<file path="config.mk">
export PLATFORM = sky130hd
export DESIGN_NAME = uart_tx
export DESIGN_NICKNAME = d
export VERILOG_FILES = /design/src/rtl/uart_pkg.sv /design/src/rtl/uart_baud_cnt.sv /design/src/rtl/uart_tx.sv
export SDC_FILE = /design/constraint.sdc
export NUM_CORES = 1
export LEC_CHECK = 0
export ABC_AREA = 1
export ABC_CLOCK_PERIOD_IN_PS = 1600
export CAP_MARGIN = 10
export CORE_UTILIZATION = 35
export DETAILED_ROUTE_END_ITERATION = 12
export PLACE_DENSITY = 0.6
export SETUP_SLACK_MARGIN = 0.4
export SYNTH_ARGS = -nofsm -noshare
export SYNTH_HDL_FRONTEND = slang
export SYNTH_SLANG_ARGS = --single-unit
export TNS_END_PERCENT = 100
</file>
<file path="constraint.sdc">
create_clock -name clk -period 1.6 [get_ports clk]
set_clock_uncertainty 0.15 [all_clocks]
set_input_delay 0.32 -clock clk [delete_from_list [all_inputs] [get_ports clk]]
set_output_delay 0.32 -clock clk [all_outputs]
set_load 0.05 [all_outputs]
</file>
<file path="src/rtl/uart_pkg.sv">
// Shared UART definitions: transmitter state encoding, data width and
// the default bit period (50 MHz clock, 115200 baud).
package uart_pkg;

  localparam int unsigned DATA_BITS            = 8;
  localparam int unsigned CLKS_PER_BIT_DEFAULT = 434;

  typedef enum logic [1:0] {
    IDLE,
    START,
    DATA,
    STOP
  } state_t;

endpackage

</file>
<file path="src/rtl/uart_baud_cnt.sv">
// Bit-period timer for the UART transmitter.
//   clk     : system clock, rising edge
//   reset_n : asynchronous active-low reset
//   clear   : hold the counter at 0 (asserted while the transmitter idles)
//   tick    : high in the last clock of each bit period
// The counter runs 0..CLKS_PER_BIT-1 and wraps to 0 on every bit boundary.
module uart_baud_cnt
  import uart_pkg::*;
#(
  parameter int unsigned CLKS_PER_BIT = CLKS_PER_BIT_DEFAULT
) (
  input  logic clk,
  input  logic reset_n,
  input  logic clear,
  output logic tick
);

  localparam int unsigned      CNT_W = $clog2(CLKS_PER_BIT);
  localparam logic [CNT_W-1:0] LAST  = CNT_W'(CLKS_PER_BIT - 1);

  logic [CNT_W-1:0] cnt;

  assign tick = (cnt == LAST) && !clear;

  always_ff @(posedge clk or negedge reset_n) begin
    if (!reset_n) begin
      cnt <= '0;
    end else if (clear || (cnt == LAST)) begin
      cnt <= '0;
    end else begin
      cnt <= cnt + CNT_W'(1);
    end
  end

endmodule

</file>
<file path="src/rtl/uart_tx.sv">
// 8N1 UART transmitter, LSB first, line idles high.
//   clk      : system clock, rising edge
//   reset_n  : asynchronous active-low reset; aborts any frame in progress
//   tx_start : request to send tx_data, honoured only while idle
//   tx_data  : byte to send, captured on the accepting edge
//   tx       : registered serial output
//   tx_busy  : high while a frame is in progress
//   tx_done  : one-cycle pulse in the first idle cycle after the stop bit
// A request present in the tx_done cycle is accepted at once, so frames can
// run back to back without an idle bit-time.
module uart_tx
  import uart_pkg::*;
#(
  parameter int unsigned CLKS_PER_BIT = CLKS_PER_BIT_DEFAULT
) (
  input  logic                 clk,
  input  logic                 reset_n,
  input  logic                 tx_start,
  input  logic [DATA_BITS-1:0] tx_data,
  output logic                 tx,
  output logic                 tx_busy,
  output logic                 tx_done
);

  state_t               state;
  logic [DATA_BITS-1:0] shreg;
  logic [2:0]           bit_idx;
  logic                 tick;
  logic                 clear;

  // Holding the timer in reset while idle makes every bit period start
  // cleanly from 0 on the accepting edge.
  assign clear = (state == IDLE);

  uart_baud_cnt #(
    .CLKS_PER_BIT(CLKS_PER_BIT)
  ) u_baud (
    .clk    (clk),
    .reset_n(reset_n),
    .clear  (clear),
    .tick   (tick)
  );

  always_ff @(posedge clk or negedge reset_n) begin
    if (!reset_n) begin
      state   <= IDLE;
      tx      <= 1'b1;
      tx_busy <= 1'b0;
      tx_done <= 1'b0;
      shreg   <= '0;
      bit_idx <= '0;
    end else begin
      tx_done <= 1'b0;
      unique case (state)
        IDLE: begin
          if (tx_start) begin
            state   <= START;
            shreg   <= tx_data;
            bit_idx <= '0;
            tx      <= 1'b0;
            tx_busy <= 1'b1;
          end
        end
        START: begin
          if (tick) begin
            state <= DATA;
            tx    <= shreg[0];
            shreg <= {1'b0, shreg[DATA_BITS-1:1]};
          end
        end
        DATA: begin
          if (tick) begin
            if (bit_idx == 3'(DATA_BITS - 1)) begin
              state <= STOP;
              tx    <= 1'b1;
            end else begin
              bit_idx <= bit_idx + 3'd1;
              tx      <= shreg[0];
              shreg   <= {1'b0, shreg[DATA_BITS-1:1]};
            end
          end
        end
        STOP: begin
          if (tick) begin
            state   <= IDLE;
            tx_busy <= 1'b0;
            tx_done <= 1'b1;
          end
        end
        default: state <= IDLE;
      endcase
    end
  end

endmodule
</file>
# After elaboration in Yosys (flattened, before gate mapping)
# Cells that the tools add are included.
# word_totals
regBits,25
inputBits,11
output_inout_bits,3
word_cells,58
# op_classes
addsub,2
eq_ne,11
mux,26
n_reduce_logical,12
# op_table
cell,count
$mux W8,4
$pmux W8 S3,1
$ne A2 B2 Y1 const B,6
$mux W2,5
$reduce_and A5 Y1,2
$add A9 B1 Y9 const B,1
$eq A9 B9 Y1 const B,1
$mux W3,3
$mux W9,1
$mux W1,8
$pmux W2 S4,1
$reduce_and A4 Y1,2
$pmux W3 S2,1
$eq A2 B2 Y1 const B,2
$reduce_bool A2 Y1,2
$add A3 B1 Y3 const B,1
$eq A3 B3 Y1 const B,1
$pmux W1 S3,1
$reduce_and A3 Y1,1
$reduce_bool A3 Y1,1
$eq A2 B1 Y1 const B,1
$logic_not A2 Y1,1
$pmux W1 S2,1
$logic_and A1 B1 Y1,1
other kinds (2),2

# Longest topological paths before layout
# Gate-level depths: netlist of run 1.
# depth
depth_word,5
depth_mapped,10
mapped_depth_nobuf,10

# By module
# From an unflattened synthesis of run 1, not the netlist that was laid out.
# unflattened
cells_unflattened,200
hier_area_um2,1507.7
# modules_own_cells
mod,instances,cells_per_inst,area_per_inst_um2,seq_area_each_um2
uart_tx,1,132,999.7,401.6
uart_baud_cnt,1,68,508.0,225.2

# Least setup slack after synthesis of run 1
# OpenSTA, ideal clock, no wires.
# synth_timing
path_kind,reg2reg
from,register state[0]
to,register shreg[0]
setup_ps,117
t_arrival_ps,1340
required_time_ps,1333
slack_ps,-7
path_stages_with_launch,8
path_buffers,2
synth_period_minus_slack_ps,1607
cell_sequence,dfrtp_1 inv_1 ha_1 buf_2 clkbuf_1 o21ai_0 nand4_1 nand2_1
# synth_via
elab_chain_len,5
elab_cells_between_ends,12
classes_between,eq/ne (6); mux (1); reduce/logical (5)
# synth_lines
element,line_no,source
start: declaration,uart_tx.sv:25,state_t state;
start signal: assignment,uart_tx.sv:46,state <= IDLE;
start signal: assignment,uart_tx.sv:57,state <= START;
start signal: assignment,uart_tx.sv:66,state <= DATA;
$logic_not A2 Y1,"uart_tx.sv:33, uart_tx.sv:54",
$logic_not A1 Y1,uart_baud_cnt.sv:23,assign tick = (cnt == LAST) && !clear;
$logic_and A1 B1 Y1,uart_baud_cnt.sv:23,
$ne A2 B2 Y1 (no line),--,
$reduce_and A5 Y1 (no line),--,
end signal: assignment,uart_tx.sv:58,shreg <= tx_data;
end signal: assignment,uart_tx.sv:68,"shreg <= {1'b0, shreg[DATA_BITS-1:1]};"
end signal: assignment,uart_tx.sv:79,"shreg <= {1'b0, shreg[DATA_BITS-1:1]};"
end: declaration,uart_tx.sv:26,logic [DATA_BITS-1:0] shreg;
# Parallel ways exist; a longest one is shown, timed or not.
# A chain may end at the register's enable or synchronous reset.

# Worst setup path after layout of run 1
# layout_timing
from,register bit_idx[0]
to,register shreg[7]
# layout_via
elab_chain_len,3
# layout_lines
element,line_no,source
start: declaration,uart_tx.sv:27,logic [2:0] bit_idx;
start signal: assignment,uart_tx.sv:77,bit_idx <= bit_idx + 3'd1;
$eq A3 B3 Y1,uart_tx.sv:73,if (bit_idx == 3'(DATA_BITS - 1)) begin
$ne A2 B2 Y1 (no line),--,
$reduce_and A5 Y1 (no line),--,
# Every way passes these cells.

==> metrics.md, run 1 <==
| Metric | Value |
|---|---|
| TritonCTS buffer count | `3` |
| Final worst slack | `0.004521 ns` |
| Clock Tree Root | `clkbuf_8` |
| Static leakage | `1.000 nW` |
| Drt first-iter violations | `36` |
| I/O Pins | `14` |
| Top post-synthesis cells by area | `dfrtp_1 (43%), nand2_1 (14%), ha_1 (8.0%)` |
| Initial core utilization | `37.47%` |
| Synth Instances | `174` |
| Max_cap viols | `0` |
| Max clock buf depth | `2` |
| Antenna Violating Nets Remaining | `0` |
| Buffers added on ports | `13` |
| Antenna fix cells | `0` |
| Rows | `22` |
| Layout cells sized above 1 | `43.46%` |
| Synth unique cells | `26` |
| Worst slack, placed | `-0.06259 ns` |
| Worst Hold Class | `input port to async pin` |
| Clk_lat worst skew | `0.28 ns` |
| Non-Filler Instances | `262` |
| Worst-margin pin slew | `0.3305 ns` |
| Crit-path max cell delay | `0.40 ns` |
| Die height | `65.31 µm` |
| Pwr dens | `1713 nW/µm²` |
| Vias per inst | `4.786` |
| First-pass GRT wire length | `5513 µm` |
| CP max-delay cell | `dfrtp_1` |
| Die Width | `65.31 µm` |
| CP Capture Type | `flop` |
| Area Overhead vs Synth | `55.75%` |
| Minimum clock period | `1.595 ns` |
| Vias | `1254` |
| Post-DP Area | `1762 µm²` |
| Status | `complete, no violations` |
| Clock sinks | `25` |
| Drt pass-1 iters | `4` |
| Relative slew slack | `77.90%` |
| Fin crit share | `99.72%` |
| Htree depth | `1` |
| CP bufs+invs | `0` |
| Synthesized area | `1403 µm²` |
| Hold buffer count at CTS | `0` |
| Dpl hpwl | `2218 µm` |
| Number of synthesized register bits | `25` |
| Post-synth top area share | `42.82%` |
| Routability-driven placement congestion ratio | `0.7322` |
| Final Max Slew Viols | `0` |
| GR Overflow Total | `0` |
| CTS tree | `yes` |
| CP max FO | `8` |
| Final Cell Area | `2185 µm²` |
| Leading area contributor after synthesis | `dfrtp_1` |
| Setup violations, final | `0` |
| Syn Area/Cell | `8.061 µm²` |
| Vias in the first global route | `1289` |
| Drt drc | `0` |
| Largest net degree at the start of global routing | `18` |
| Max Fclk | `626.8 MHz` |
| Placed cell count | `241` |
| CP dominant cell by count | `nand2_1` |
| WP data arrival | `1.61 ns` |
| Most common cell after layout, fill and taps aside | `nand2_1` |
| Die footprint | `4265 µm²` |
| R2R Setup Slk | `0.005 ns` |
| Core area | `3744 µm²` |
| CP Launch Type | `flop` |
| CP delay by family, top | `flip-flops` |
| Hold WS | `0.1387 ns` |
| Tot GR Track Use | `16.59%` |
| Post-Syn Nets | `194` |
| Crit-path cells | `ha_2, ha_4, nand2_4, a21boi_4, nand3_4, nand2_1, nand2_1` |
| Data required time of the worst path | `1.61 ns` |
| DR WL/cell | `12.44 µm` |
| Post-synthesis sequential area ratio | `44.69%` |
| RSZ-0062 raised after global routing | `yes` |
| Max VDD drop | `0.9315 mV` |
| Synth Warn # | `0` |
| Initial antenna violation count | `0` |
| Final wirelength | `3258 µm` |
| Clock-pin slew on the worst setup and hold paths | `0.10 ns` |
| Final hold violation count | `0` |
| Critical path class | `flop to flop` |
| Nets | `235` |
| Most frequent cells in the layout | `nand2_1 (43), dfrtp_1 (21), buf_4 (17)` |
==> worst paths after layout <==
path	startpoint	end	cells after the start
max	bit_idx[0]	shreg[7]	7
max in group asynchronous	reset_n	state[0]	2
max reg2reg	bit_idx[0]	shreg[7]	7
min	reset_n	u_baud.cnt[6]	1
min in group clk	shreg[4]	shreg[4]	2
min reg2reg	shreg[4]	shreg[4]	2
==> flip-flops by register name, indices dropped and copies added (netlist names) <==
name / cells
tx_done: 1
state: 2
u_baud.cnt: 9
tx: 1
shreg: 8
tx_busy: 1
bit_idx: 3
==> power breakdown <==
part | internal (mW) | total (mW) | switching, mW | leakage (nW)
clock network | 0.177 | 0.398 | 0.220 | 0.0217
registers | 0.821 | 0.973 | 0.153 | 0.319
logic | 1.09 | 2.37 | 1.29 | 0.659
==> Yosys cell counts <==
library cell and instances:
nor3b_1 2, o21ai_2 1, or2_2 2, o21ai_0 9, nand2_2 2, inv_1 18
nor2_2 4, o21ai_1 4, nand3_2 1, nand3_4 1, nor2_1 10, dfstp_2 1
clkbuf_1 1, dfrtp_1 24, nand2_1 51, nand3_1 7, a21boi_4 1, a31oi_1 1
ha_1 9, o21bai_1 1, nand2_4 1, nor3_1 3, a21oi_1 5, nand4_1 8
buf_2 1, inv_2 6
==> cell families after synthesis <==
kind of cell             synth area share (%)
AND/OR/NAND/NOR                         30.86
buffers and inverters                   7.046
flip-flops                              44.69
AO/OA/AOI/OAI                           9.367
adder cells (fa/ha/maj)                 8.029
==> per-stage QoR <==
stage / utilization [%] / TNS, ns / total power, mW
final: 58.36 / 0 / 3.742
after global routing: 58.36 / -0.5409 / 4.034
after CTS: 55.28 / 0 / 3.584
after detailed placement: 47.06 / -0.1257 / 2.729
after global placement: 47.06 / -0.01118 / 2.670
after floorplan: - / 0 / 2.289
==> layer usage <==
| metal | global-route usage (%) | vias to the layer above | wire length [µm] |
|---|---|---|---|
| met2 | 31.19 | 9 | 1754 |
| met4 | 2.446 | 0 | 12 |
| met5 | 0 | - | 0 |
| met3 | 3.125 | 3 | 62 |
| li1 | - | 642 | - |
| met1 | 19.67 | 600 | 1428 |
==> area by class of cell <==
cell class	count	area, µm²
Multi-Input combinational cell	123	953.4
Inverter	24	105.1
Clock buffer	3	41.29
Clock inverter	1	7.507
Tap cell	48	60.06
Fill cell	336	1559
Timing Repair Buffer	38	386.6
Sequential cell	25	630.6
==> repair_timing <==
action                     CTS  global route
pin swaps                   22            23
buffers inserted            13             4
setup endpoints to repair   28            28
cloned                       0             0
gates resized for setup     38            23
Note: power is estimated with default switching activity, not from simulation.
==> inputs of run 2 (changes only) <==
- PLACE_DENSITY: 0.6 -> unset
==> results of run 2 <==
The final DEF is identical to that of run 1; final timing and power are the same.
==> edit, RTL diff (settings of run 2) <==
Change the package constant `CLKS_PER_BIT_DEFAULT` from 434 to 217.
--- a/src/rtl/uart_pkg.sv
+++ b/src/rtl/uart_pkg.sv
@@ -5,3 +5,3 @@
   localparam int unsigned DATA_BITS            = 8;
-  localparam int unsigned CLKS_PER_BIT_DEFAULT = 434;
+  localparam int unsigned CLKS_PER_BIT_DEFAULT = 217;
 
Function: same outputs for any inputs over 10 cycles, from zero or initial values and one cycle with reset_n low; that may be too few to reach the edited logic, so the function may still have changed.
==> edit against run 2 <==
- synthesized area is 0.18% lower
- sequential cell count down 1
- final area down 10%
- critical path type unchanged
- non-clock buffer count down 4
- total power decreased by 11%
- combinational power is 16% lower
- sequential power decreased by 6.9%
- routed wire length shrank 9.6%
- worst setup slack better by 0.024 ns
- global-route usage is 1.1 points lower
- hold slack better by 0.12 ns
- critical path depth rose by 1
==> edit: results (changes against run 2) <==
outcome:
  outcome: "finished clean"
placement:
  place_congestion: 0.805  # +10%
  placed_cell_area_sq_mm: 0.00177  # +0.64%
  dp_hpwl_mm: 2.10  # -5.2%
timing:
  slew_headroom_pct: 73.2  # -4.7 points
  timing.final.crit_share_pct: 98.2  # -1.5 points
pwr:
  vdd_ir_drop_max_mv: 0.794  # -15%
  power_leakage_nw: 0.925  # -7.5%
  switchingPower_mw: 1.45  # -13%
synth:
  ys_top_cells_by_count: "44 x nand2_1, 25 x inv_1, 23 x dfrtp_1, 11 x nand4_1, 11 x nor2_1"
  synthesis.nets: 189  # -2.6%
  synthTopCellsByArea: "dfrtp_1 41%, nand2_1 12%, ha_1 7.1%"
  ys_types: 30  # +15%
grt:
  grt_max_degree: 25  # +7
  grt_usage_pct: 15.5  # -1.1 points
setup_path:
  rr_worst_depth: 8  # +1
  rr_endpoint: "shreg[0]$_DFFE_PN0P_"
  r2r_slack_ns: 0.03  # +0.02 ns
  rr_startpoint: "state[1]$_DFFE_PN0P_"
  max_stage_delay_ns: 0.43  # +0.03 ns
detailed_routing:
  routed_via_density: 4.76  # -0.49%
  drtIter0Drc: 54  # +50%
final_layout:
  final_cells: 253  # -3.4%
  drive_gt1_share_pct: 32.2  # -11 points
  seq_area_sq_um: 604  # -4.2%
edit: changes by cell type in the layout (fill, tap and decap cells not counted), sizes merged, moves of 2 or more:
| cell | run 2 | this run |
|---|---|---|
| xnor2 | 0 | 2 |
| nand4 | 8 | 11 |
| nand2 | 54 | 47 |
| or2 | 2 | 0 |
| a21oi | 5 | 3 |
| nand3 | 9 | 12 |
| inv | 24 | 28 |
| buf | 28 | 24 |
edit: worst reg2reg max path, delay by kind of cell, from the launching register on:
kind                       cells  cell delay [ns]
DFF                            1             0.43
and+or+nand+nor                4             0.35
AOI/OAI and AO/OA              1             0.24
adders and majority gates      1             0.17
buffers and inverters          2             0.14
edit: what timing repair did:
item	4_1_cts	5_1_grt
gates resized for setup	10	12
gates cloned	0	0
buffers inserted	5	3
endpoints found under the setup margin	27	27
pin swaps	6	6
edit: power groups by stage:
stage | Sequential [mW] | Combinational [mW] | Clock, mW
after floorplan | 0.924 | 1.32 | 0
after global placement | 0.908 | 1.80 | 0
after detailed placement | 0.913 | 1.86 | 0
after CTS | 0.904 | 1.96 | 0.434
after global routing | 0.927 | 2.22 | 0.456
final | 0.906 | 1.99 | 0.420
edit: worst max-delay path by stage:
stage | startpoint | endpoint | slack [ns] | depth (start not counted)
floorplan | state[1]$_DFFE_PN0P_ | bit_idx[2]$_DFFE_PN0P_ | 0.16 | 8
global placement | tx_start | bit_idx[0]$_DFFE_PN0P_ | -0.10 | 6
detailed placement | tx_start | bit_idx[1]$_DFFE_PN0P_ | -0.14 | 6
CTS | state[1]$_DFFE_PN0P_ | bit_idx[0]$_DFFE_PN0P_ | 0.03 | 8
global route | state[1]$_DFFE_PN0P_ | shreg[3]$_DFFE_PN0P_ | -0.1 | 8
finish | state[1]$_DFFE_PN0P_ | shreg[0]$_DFFE_PN0P_ | 0.03 | 8
edit: kinds of logic after synthesis:
logic type | Yosys count | share of synthesized area (%)
AO/OA/AOI/OAI | 17 | 7.24
XOR/XNOR | 3 | 1.88
adder cells (fa/ha/maj) | 8 | 7.15
buffers and inverters | 31 | 8.94
flip-flops | 24 | 43.0
AND/OR/NAND/NOR | 87 | 31.8
edit: cell type report:
class                   count  share of cell area [%]
flip-flops and latches     24                    30.8
multi-input cells         115                    39.2
inverters                  28                    5.73
well taps                  48                    3.06
repair buffers             34                    18.4
clock buffers               4                    2.80
edit: metal layers:
layer	track usage, %	routed length, microns	up-vias
met5	0	0	-
met4	6.25	48	0
met3	2.78	62	4
met2	24.5	1400	13
met1	20.8	1430	573
li1	-	-	615
edit: stage by stage:
stage	worst slack [ns]	hold slack [ns]
5_1_grt	-0.0958	0.285
3_5_place_dp	-0.143	0.320
6_report	0.0287	0.259
2_1_floorplan	0.161	-0.126
3_3_place_gp	-0.101	0.312
4_1_cts	0.0259	0.273
